[config.mk]
export PLATFORM = sky130hd
export DESIGN_NAME = iter_mult_unit_flat
export DESIGN_NICKNAME = d
export VERILOG_FILES = /design/src/rtl/iter_mult_unit_if.sv /design/src/rtl/iter_mult_unit.sv /design/src/flat_wrapper.sv
export SDC_FILE = /design/constraint.sdc
export NUM_CORES = 1
export LEC_CHECK = 0
export CAP_MARGIN = 20
export CORE_MARGIN = 2
export CORE_UTILIZATION = 30
export DETAILED_ROUTE_END_ITERATION = 10
export PLACE_DENSITY = 0.49
export SYNTH_ARGS = -nofsm -noshare
export SYNTH_HDL_FRONTEND = slang
export SYNTH_SLANG_ARGS = --single-unit
[constraint.sdc]
create_clock -name clk -period 6.2 [get_ports clk]
set_clock_uncertainty 0.1 [all_clocks]
set_input_delay 0.62 -clock clk [delete_from_list [all_inputs] [get_ports clk]]
set_output_delay 0.62 -clock clk [all_outputs]
set_load 0.005 [all_outputs]
[src/rtl/iter_mult_unit_if.sv]
// Handshake bundle between the execute stage and the iterative multiplier.
// master drives the operands and start; slave returns status and the HI/LO product.
interface iter_mult_unit_if #(
  parameter int unsigned WIDTH = 32
);
  logic             start;
  logic             sign;
  logic [WIDTH-1:0] a;
  logic [WIDTH-1:0] b;
  logic             busy;
  logic             done;
  logic [WIDTH-1:0] hi;
  logic [WIDTH-1:0] lo;

  modport master (
    output start, sign, a, b,
    input  busy, done, hi, lo
  );

  modport slave (
    input  start, sign, a, b,
    output busy, done, hi, lo
  );
endinterface

[src/rtl/iter_mult_unit.sv]
// Radix-2 shift-add multiplier: magnitudes are multiplied unsigned over WIDTH steps,
// then the sign is applied in a single fix-up cycle before HI/LO are updated.
module iter_mult_unit #(
  parameter int unsigned WIDTH = 32
) (
  input logic              clk,
  input logic              reset,
  iter_mult_unit_if.slave  bus
);

  localparam int unsigned CntW = (WIDTH > 1) ? $clog2(WIDTH) : 1;

  typedef enum logic [1:0] {StIdle, StRun, StFix} stateE;

  stateE              stateQ, stateD;
  logic [WIDTH-1:0]   mcandQ, mcandD;
  logic [WIDTH-1:0]   mplierQ, mplierD;
  logic [WIDTH-1:0]   accQ, accD;
  logic [CntW-1:0]    cntQ, cntD;
  logic               negQ, negD;
  logic               busyQ, busyD;
  logic               doneQ, doneD;
  logic [WIDTH-1:0]   hiQ, hiD;
  logic [WIDTH-1:0]   loQ, loD;

  logic [WIDTH-1:0]   magA, magB;
  logic [WIDTH:0]     sum;
  logic [2*WIDTH-1:0] prod;
  logic [2*WIDTH-1:0] signedProd;

  // Negating -2^(WIDTH-1) yields itself, which is the correct unsigned magnitude.
  assign magA       = (bus.sign && bus.a[WIDTH-1]) ? -bus.a : bus.a;
  assign magB       = (bus.sign && bus.b[WIDTH-1]) ? -bus.b : bus.b;
  assign sum        = {1'b0, accQ} + {1'b0, (mplierQ[0] ? mcandQ : '0)};
  assign prod       = {accQ, mplierQ};
  assign signedProd = negQ ? -prod : prod;

  always_ff @(posedge clk or negedge reset) begin
    if (!reset) begin
      stateQ  <= StIdle;
      mcandQ  <= '0;
      mplierQ <= '0;
      accQ    <= '0;
      cntQ    <= '0;
      negQ    <= 1'b0;
      busyQ   <= 1'b0;
      doneQ   <= 1'b0;
      hiQ     <= '0;
      loQ     <= '0;
    end else begin
      stateQ  <= stateD;
      mcandQ  <= mcandD;
      mplierQ <= mplierD;
      accQ    <= accD;
      cntQ    <= cntD;
      negQ    <= negD;
      busyQ   <= busyD;
      doneQ   <= doneD;
      hiQ     <= hiD;
      loQ     <= loD;
    end
  end

  always_comb begin
    stateD  = stateQ;
    mcandD  = mcandQ;
    mplierD = mplierQ;
    accD    = accQ;
    cntD    = cntQ;
    negD    = negQ;
    unique case (stateQ)
      StIdle: begin
        if (bus.start) begin
          stateD  = StRun;
          mcandD  = magA;
          mplierD = magB;
          accD    = '0;
          cntD    = CntW'(WIDTH - 1);
          negD    = bus.sign & (bus.a[WIDTH-1] ^ bus.b[WIDTH-1]);
        end
      end
      StRun: begin
        // Shift the carry/acc/mplier chain right by one.
        accD    = sum[WIDTH:1];
        mplierD = {sum[0], mplierQ[WIDTH-1:1]};
        cntD    = cntQ - CntW'(1);
        if (cntQ == '0) begin
          stateD = StFix;
        end
      end
      StFix: begin
        stateD = StIdle;
      end
      default: begin
        stateD = StIdle;
      end
    endcase
  end

  always_comb begin
    busyD = (stateD != StIdle);
    doneD = (stateQ == StFix);
    hiD   = hiQ;
    loD   = loQ;
    if (stateQ == StFix) begin
      hiD = signedProd[2*WIDTH-1:WIDTH];
      loD = signedProd[WIDTH-1:0];
    end
  end

  assign bus.busy = busyQ;
  assign bus.done = doneQ;
  assign bus.hi   = hiQ;
  assign bus.lo   = loQ;

endmodule

[src/flat_wrapper.sv]
// flat-port wrapper written by rule: the top's interface ports become plain ports
module iter_mult_unit_flat 
#(
  parameter int unsigned WIDTH = 32
)
  (clk, reset, bus_start, bus_sign, bus_a, bus_b, bus_busy, bus_done, bus_hi, bus_lo);
  iter_mult_unit_if #(.WIDTH(WIDTH)) bus_i ();
  input logic clk;
  input logic reset;
  input wire logic [$bits(bus_i.start)-1:0] bus_start;
  input wire logic [$bits(bus_i.sign)-1:0] bus_sign;
  input wire logic [$bits(bus_i.a)-1:0] bus_a;
  input wire logic [$bits(bus_i.b)-1:0] bus_b;
  output wire logic [$bits(bus_i.busy)-1:0] bus_busy;
  output wire logic [$bits(bus_i.done)-1:0] bus_done;
  output wire logic [$bits(bus_i.hi)-1:0] bus_hi;
  output wire logic [$bits(bus_i.lo)-1:0] bus_lo;
  assign bus_i.start = bus_start;
  assign bus_i.sign = bus_sign;
  assign bus_i.a = bus_a;
  assign bus_i.b = bus_b;
  assign bus_busy = bus_i.busy;
  assign bus_done = bus_i.done;
  assign bus_hi = bus_i.hi;
  assign bus_lo = bus_i.lo;
  iter_mult_unit #(.WIDTH(WIDTH)) u_core (.clk(clk), .reset(reset), .bus(bus_i));
endmodule
### Yosys cells after proc, flatten, opt, wreduce, memory -nomap -nowiden

Cells that the tools add are included.

* flip-flop bits (word level): 170
* word-level logic and storage cells: 41

* equal/unequal tests: 3
* reductions and logical operators: 8
* muxes and demuxes: 13
* add/subtract/negate cells: 5
* bitwise logic cells: 2

Operators with widths (count)
* 32-bit two-way mux: 5
* 32-bit case mux with 2 select lines: 2
* 64-bit two-way mux: 1
* 32-bit negator: 2
* 64-bit negator: 1
* 32-bit by 32-bit adder with 33-bit output: 1
* 5-bit case mux with 2 select lines: 1
* 5-bit zero test: 1
* 5-bit two-way mux: 1
* 5-bit by 1-bit subtractor with 5-bit output, second input constant: 1
* 2-bit two-way mux: 2
* 2-bit case mux with 2 select lines: 1
* 2-bit AND reduction: 2
* 2-bit nonzero test: 2
* 2-bit by 1-bit equality test with 1-bit output, second input constant: 1
* 2-bit equality test, second input constant: 1
* 1-bit logical AND: 2
* 2-bit zero test: 1
* 2-bit inequality test, second input constant: 1
* 1-bit AND: 1
* 1-bit XOR: 1

### Logic depth before layout (Yosys ltp)

Gate-level depths: netlist (run 1).

* word-level depth: 4
* depth in mapped cells: 13

### Least setup slack after synthesis (run 1)

Ideal clock, no wire load.

* path kind: reg2reg
* from: register u_core.mplierQ[0]
* to: register u_core.accQ[27]
* setup slack: 3.047 ns
* arrival time: 2.984 ns
* buffers on the path: 1
* clock period less this slack: 3.153 ns
* required time: 6.031 ns
* stages on the path, launching flop included: 14
* path through: dfrtp_1 > clkbuf_1 > and2_1 > ha_1 > inv_1 > fa_1 > nor2b_1 > o211ai_1 > a31oi_1 > a211oi_1 > nor4_1 > a21oi_1 > or4b_2 > nand3_1

* word-level cells in the longest chain between the ends: 3

Ends and longest elaborated chain
* start, declared: line iter_mult_unit.sv:17 `logic [WIDTH-1:0] mplierQ, mplierD;`
* start signal, assigned: line iter_mult_unit.sv:53 `mplierQ <= mplierD;`
* 32-bit two-way mux: line iter_mult_unit.sv:34 `assign sum = {1'b0, accQ} + {1'b0, (mplierQ[0] ? mcandQ : '0)};`
* 32-bit by 32-bit adder with 33-bit output: line iter_mult_unit.sv:34
* 32-bit case mux with 2 select lines: line iter_mult_unit.sv:71 `unique case (stateQ)`
* end signal, assigned: line iter_mult_unit.sv:43 `accQ <= '0;`
* end signal, assigned: line iter_mult_unit.sv:54 `accQ <= accD;`
* end, declared: line iter_mult_unit.sv:18 `logic [WIDTH-1:0] accQ, accD;`

No other way between the ends.
A chain may end at the register's enable or synchronous reset.

### Final worst setup path (run 1)

Ends and elaborated chain as after synthesis.

==> results of run 1 <==
power by group through the flow:
stage               Sequential, mW  Combinational (mW)  Clock [mW]
CTS                           2.06                2.38        1.15
global placement              2.08                2.35           0
detailed placement            2.09                2.37           0
floorplan                     1.79                1.81           0
finish                        2.02                2.42        1.11
global route                  2.08                2.75        1.19
cell families (layout without fill, tap and decap cells):
kind of cell             after synthesis  in the layout
adder cells (fa/ha/maj)               37             37
XOR/XNOR                             147            147
other                                  0              4
multiplexers                           3              3
buffers and inverters                 94            200
AND/OR/NAND/NOR                      411            411
flip-flops                           170            170
AO/OA/AOI/OAI                        411            411
synth_stat cells, drive strengths merged (7+ instances only):
master	instances
or3	13
xor2	104
a21o	11
nand2b	8
o21ai	207
clkbuf	61
o41ai	16
nor3	18
nand4	7
nor4	17
and2	38
nand3	16
or4	8
o31ai	28
dfrtp	170
nand2	190
buf	7
a22oi	27
nor2b	12
a31oi	16
xnor2	43
a21oi	63
ha	36
inv	25
nor2	58
layer usage:
layer | up-vias | global-route usage | wire (um)
met2 | 198 | 0.242 | 13200
met4 | 0 | 0.0478 | 507
met1 | 4366 | 0.267 | 17000
met3 | 25 | 0.0253 | 1380
met5 | - | 0 | 0
li1 | 4734 | - | -
state kept, by name, summed over array words and instances (netlist names):
name / cells
u_core.mcandQ: 32
u_core.bus.busy: 1
u_core.bus.done: 1
u_core.bus.lo: 32
u_core.mplierQ: 32
u_core.bus.hi: 32
u_core.accQ: 32
u_core.stateQ: 2
u_core.negQ: 1
u_core.cntQ: 5
path summary, 6_finish.rpt:
path                                   start                end  slack, ps  depth (start not counted)
max                        u_core.mplierQ[0]    u_core.accQ[27]       2400                         12
min                                    reset  u_core.mcandQ[15]         -5                          1
max reg2reg                u_core.mplierQ[0]    u_core.accQ[27]       2400                         12
min reg2reg                u_core.mcandQ[23]  u_core.mcandQ[23]        370                          2
max in group asynchronous              reset  u_core.bus.lo[27]       4700                          2
min in group clk           u_core.mcandQ[23]  u_core.mcandQ[23]        370                          2
area by class of cell:
class / count / area, um2 / share of cell area
tap: 461 / 577 / 0.0434
inverter: 26 / 97.6 / 0.00735
sequential: 170 / 4260 / 0.320
timing repair buffer: 142 / 1410 / 0.106
antenna: 4 / 10.0 / 0.000754
multi-input combinational: 1009 / 6330 / 0.477
clock inverter: 15 / 169 / 0.0127
clock buffer: 17 / 425 / 0.0320
through the flow:
stage                     cells  total power, mW
final                      1844             5.55
after global routing       1844             6.02
after CTS                  1839             5.58
after detailed placement   1807             4.45
after global placement     1807             4.44
after floorplan            1273             3.60
placed cells by master, fill, tap and decap left out, types with 27 or more instances in the layout:
| cell type | synthesis | routed |
|---|---|---|
| ha_1 | 36 | 36 |
| clkdlybuf4s50_1 | 0 | 132 |
| nor2_1 | 58 | 58 |
| o21ai_0 | 187 | 186 |
| xor2_1 | 104 | 104 |
| a22oi_1 | 27 | 27 |
| and2_1 | 38 | 38 |
| dfrtp_1 | 170 | 169 |
| nand2_1 | 189 | 189 |
| a21oi_1 | 63 | 63 |
| xnor2_1 | 43 | 43 |
==> metrics.md, run 1 <==
| Metric | Value |
|---|---|
| Hold Crit Class | input pin to asynchronous set/reset pin |
| Critical Path, Cell by Cell | and2_1 -> ha_1 -> inv_1 -> fa_1 -> nor2b_1 -> o211ai_1 -> a31oi_1 -> a211oi_1 -> nor4_1 -> a21oi_1 -> or4b_2 -> nand3_1 |
| EDFF count, synth | 0 |
| Max rail drop VDD | 0.000248 V |
| Clk pwr share | 0.201 |
| Period utilization | 0.613 |
| Pint | slightly above 3 mW |
| Critical path's largest stage delay | 830 ps |
| Clock transition at path regs | 80 ps |
| Vias/cell | ~5.1 |
| WL/cell | 17.4 um |
| Vias in the first global route | 8988 |
| Post-CTS Resized | 0 |
| Yosys top cell by area | dfrtp_1 |
| Switching part of the total | 0.443 |
| Comb pwr share | 0.435 |
| Minimum clock period | around 3800 ps |
| CTS Buffer Depth | 2 |
| Clock sinks | between 150 and 200 |
| Vias post-DR | 9323 |
| XOR/XNOR Fraction of Synth Area | 0.118 |
| Post-synthesis cell area | 0.0109 mm2 |
| Synth Area in Adders | 0.0431 |
| Ys Warns | 0 |
| Status | finished with violations |
| Largest net degree at the start of global routing | 72 |
| # DRC | 0 |
| Setup ws final | 2400 ps |
| Yosys cell types | 69 |
| Setup_tns | 0 ps |
| Largest family of logic cells by synthesized area | compound AO/OA/AOI/OAI gates |
| # Max-Cap Violations | 0 |
| Worst Path Arrival | 4080 ps |
| Synthesized Nets | 1378 |
| Core Rows | 69 |
| Hold Slack | -5.10 ps |
| Final Hold Violating Endpoints | 3 |
| Synth Area in Simple Gates | 0.186 |
| Root buffer selected by CTS | clkbuf_16 |
| Switching power total | 2.46 mW |
| #FFs+latches synth | 170 |
| Final wirelength | 32100 um |
| Headroom to the max-slew limit | 0.337 |
| Hold_buf cts | 0 |
| I/O Buffers | roughly 130 |
| Synthesized area per cell | 8.57 um2 |
| FMAX | 263 MHz |
| Cell area power density | 418 mW/mm2 |
| Ports | 134 |
| RSZ-0062 raised after global routing | false |
| Critical Path Fanout Max | 35 |
| Synth area leaders | dfrtp_1 39%, o21ai_0 8.6%, xor2_1 8.3%, nand2_1 6.5%, ha_1 4.1% |
| CP delay by family, top | simple AND/OR/NAND/NOR gates |
| Pleak | 5.34 nW |
| RePlAce Congestion | about 0.87 |
| Worst path slowest cell | dfrtp_1 |
| Total track usage | 0.171 |
| Initial antenna violation count | 4 |
| Synth Area in Compound Gates | 0.228 |
| DRT Pass-1 Iters | 5 |
| Layout Utilization | 0.372 |
| Worst endpoint required time | 6480 ps |
| DR iter-0 viols | 515 |
| Layout cells sized above 1 | 0.0529 |
| Main synth FF type | dfrtp_1 |
| Die area | 0.0379 mm2 |
| Final slew viol count | 0 |
| Area Overhead vs Synth | 21.7% |
| Sequential fraction of the synthesis area | 0.390 |
| Asr flop ratio synth | 1.00 |
| Clk Latency, worst-skew pair | 450 ps |
| Top cell type's share of synthesized area | 0.390 |
| Placed cell areas | about 0.013 mm2 |
| Multiplexer share of the synthesized area | 0.00275 |
| Post CTS Setup Buffer Count | 0 |
| Chip Height | 195 um |
| CP Capture Type | flop |
| Endpoints failing setup | 0 |
| Gate Count Post-Synth | 1273 |
| Worst-Margin Slew | 993 ps |
| Flop pwr share | 0.364 |
| Initial core utilization | 0.306 |
| First-pass GRT wire length | 51600 um |
| Failing checks | hold timing |
| Crit path kind | flop to flop |
| Final non-filler cell area | roughly 0.013 mm2 |
| Remaining Overflow, GRT | 0 |
| Final #Nets | approximately 1500 |
| Startpoint Class | flop |
| Die X | 195 um |
| CTS tree | yes |
| H-tree depth | 4 |
| Pre-CTS setup slack | ~2400 ps |
| Total CTS buffers | 17 |
| Post-DP HPWL | 24400 um |
| Fillers | about 3700 |
| Core ar. | 0.0357 mm2 |
| CP bufs+invs | 1 |
| Post-DRT Antenna Nets | 0 |
(Power assumes the default switching activity.)
==> run 2: changes to the inputs <==
Clock period 6.2 ns to 3.65 ns, I/O delays scaled along.
==> run 2 against run 1 <==
The run now ends clean. Global-route usage up 0.53 points. Final area up 1.7%. Clock power up 68%. Sequential share of layout area down 0.54 points. Die area unchanged. Critical path type unchanged. Critical endpoint unchanged. Largest cell class unchanged. Highest routed layer unchanged.
==> metrics.md, run 2 (same netlist as run 1, synthesis figures left out) <==
| Metric | Value |
|---|---|
| CTS Buffer Depth | 2 |
| Endpoints failing setup | 0 |
| CP Capture Type | flop |
| Core Rows | 69 |
| Hold Crit Class | flop to flop |
| Clk pwr share | 0.193 |
| Max rail drop VDD | 0.000366 V |
| Commonest cells after routing, fill and taps aside | 189 x nand2_1, 185 x o21ai_0, 169 x dfrtp_1 |
| Switching power total | around 4.2 mW |
| Pint | 5.41 mW |
| Ports | between 100 and 150 |
| Worst r2r dst | u_core.accQ[27] |
| Launching point of the worst reg2reg path | u_core.mplierQ[0] |
| First-pass GRT wire length | 53100 um |
| Most common cell after layout, fill and taps aside | nand2_1 |
| Fillers | 3684 |
| RePlAce Congestion | 0.917 |
| Remaining Overflow, GRT | 0 |
| Post-DRT Antenna Nets | 0 |
| Worst endpoint required time | 3920 ps |
| HP Start | u_core.mcandQ[25] |
| Post-DP HPWL | 25000 um |
| Setup_tns | 0 ps |
| Chip Height | approximately 190 um |
| Final wirelength | 32800 um |
| Hold Path Depth | 2 |
| Crit. Startpoint | u_core.mplierQ[0] |
| Status | completed |
| Core ar. | approximately 0.036 mm2 |
| Final #Nets | between 1000 and 1500 |
| RSZ-0062 raised after global routing | false |
| Largest net degree at the start of global routing | 82 |
| Period utilization | 0.937 |
| Worst Path Arrival | around 3700 ps |
| Pleak | 5.47 nW |
| R2r setup slk | 230 ps |
| Flop pwr share | 0.359 |
| CTS tree | yes |
| FMAX | 292 MHz |
| WL/cell | 17.6 um |
| Comb pwr share | 0.448 |
| Area Overhead vs Synth | 23.8% |
| Hold EP | u_core.mcandQ[25] |
| Startpoint Class | flop |
| Worst path slowest cell | or4b_2 |
| I/O Buffers | 133 |
| Critical Path, Cell by Cell | and2_1 -> ha_1 -> inv_1 -> fa_1 -> nor2b_1 -> o211ai_1 -> a31oi_1 -> a211oi_2 -> nor4_1 -> a21oi_1 -> or4b_2 -> nand3_1 |
| # DRC | 0 |
| Setup ws final | 230 ps |
| H-tree depth | 4 |
| Total CTS buffers | 17 |
| Clock transition at path regs | 80 ps |
| Cell area power density | 712 mW/mm2 |
| Minimum clock period | 3420 ps |
| Final slew viol count | 0 |
| Worst-Margin Slew | approximately 1100 ps |
| Total track usage | 0.177 |
| Vias in the first global route | 9385 |
| DR iter-0 viols | 647 |
| Initial antenna violation count | 2 |
| Root buffer selected by CTS | clkbuf_16 |
| Crit path kind | flop to flop |
| Headroom to the max-slew limit | 0.299 |
| Final Hold Violating Endpoints | 0 |
| Clk Latency, worst-skew pair | between 400 and 500 ps |
| Clock sinks | 170 |
| Layout cells sized above 1 | 0.0718 |
| Critical Path Fanout Max | 5 |
| Die area | between 0.03 and 0.04 mm2 |
| CP delay by family, top | simple AND/OR/NAND/NOR gates |
| DRT Pass-1 Iters | 5 |
| Vias post-DR | 9575 |
| Switching part of the total | 0.438 |
| # Max-Cap Violations | 0 |
| R2R depth | 12 |
| Initial core utilization | 0.306 |
| Die X | 195 um |
| Critical path's largest stage delay | 610 ps |
| CP bufs+invs | 1 |
| Vias/cell | 5.12 |
| Pre-CTS setup slack | 232 ps |
## run 2: how the worst max path moves through the flow
| stage | end | slack, ps | cells after the start |
|---|---|---|---|
| 4_1_cts | u_core.accQ[27] | 220 | 12 |
| 2_1_floorplan | u_core.accQ[27] | 500 | 13 |
| 6_report | u_core.accQ[27] | 230 | 12 |
| 3_3_place_gp | u_core.accQ[23] | 280 | 12 |
| 5_1_grt | u_core.accQ[27] | 50 | 12 |
| 3_5_place_dp | u_core.accQ[23] | 230 | 12 |
## run 2: worst min-delay path, stage by stage (launching register included)
cell     delay [ps]
dfrtp_1         340
nand2_1          40
o21ai_0          60
## run 2: layer usage
metal  part of all wire  up-vias  global-route usage
met2               0.42      204               0.256
met3              0.040       31              0.0257
met5                  0        -                   0
met4              0.018        0              0.0520
met1               0.53     4555               0.269
li1                   -     4785                   -
## run 2: metrics by stage
stage	utilization	total power, mW	cells	cell area, um2	hold slack [ps]
after CTS	0.379	9.68	1868	13500	383
final	0.379	9.62	1869	13500	377
after floorplan	-	6.12	1273	10900	-30.6
after global placement	0.362	7.74	1835	12900	357
after detailed placement	0.362	7.79	1835	12900	366
after global routing	0.379	10.4	1869	13500	410
## run 2: power groups by stage
stage          Combinational [mW]  Sequential [mW]  Clock, mW
2_1_floorplan                3.08             3.04          0
3_3_place_gp                 4.27             3.46          0
3_5_place_dp                 4.32             3.47          0
4_1_cts                      4.33             3.43       1.91
5_1_grt                      4.89             3.55       1.98
6_report                     4.31             3.45       1.86
## run 2: what timing repair did
action / CTS / global route
hold buffers: 1 / 0
hold endpoints to repair: 78 / 0
setup endpoints to repair: 0 / 3
setup buffers: 0 / 0
resized for setup: 0 / 2
## run 2: layout make-up
| cell class | count | area, um2 | area share |
|---|---|---|---|
| Tap cell | 461 | 577 | 0.0427 |
| Sequential cell | 170 | 4260 | 0.315 |
| Antenna cell | 1 | 2.50 | 0.000185 |
| Inverter | 26 | 97.6 | 0.00723 |
| Multi-Input combinational cell | 1009 | 6340 | 0.469 |
| Clock buffer | 18 | 439 | 0.0325 |
| Timing Repair Buffer | 170 | 1640 | 0.121 |
| Clock inverter | 14 | 160 | 0.0119 |
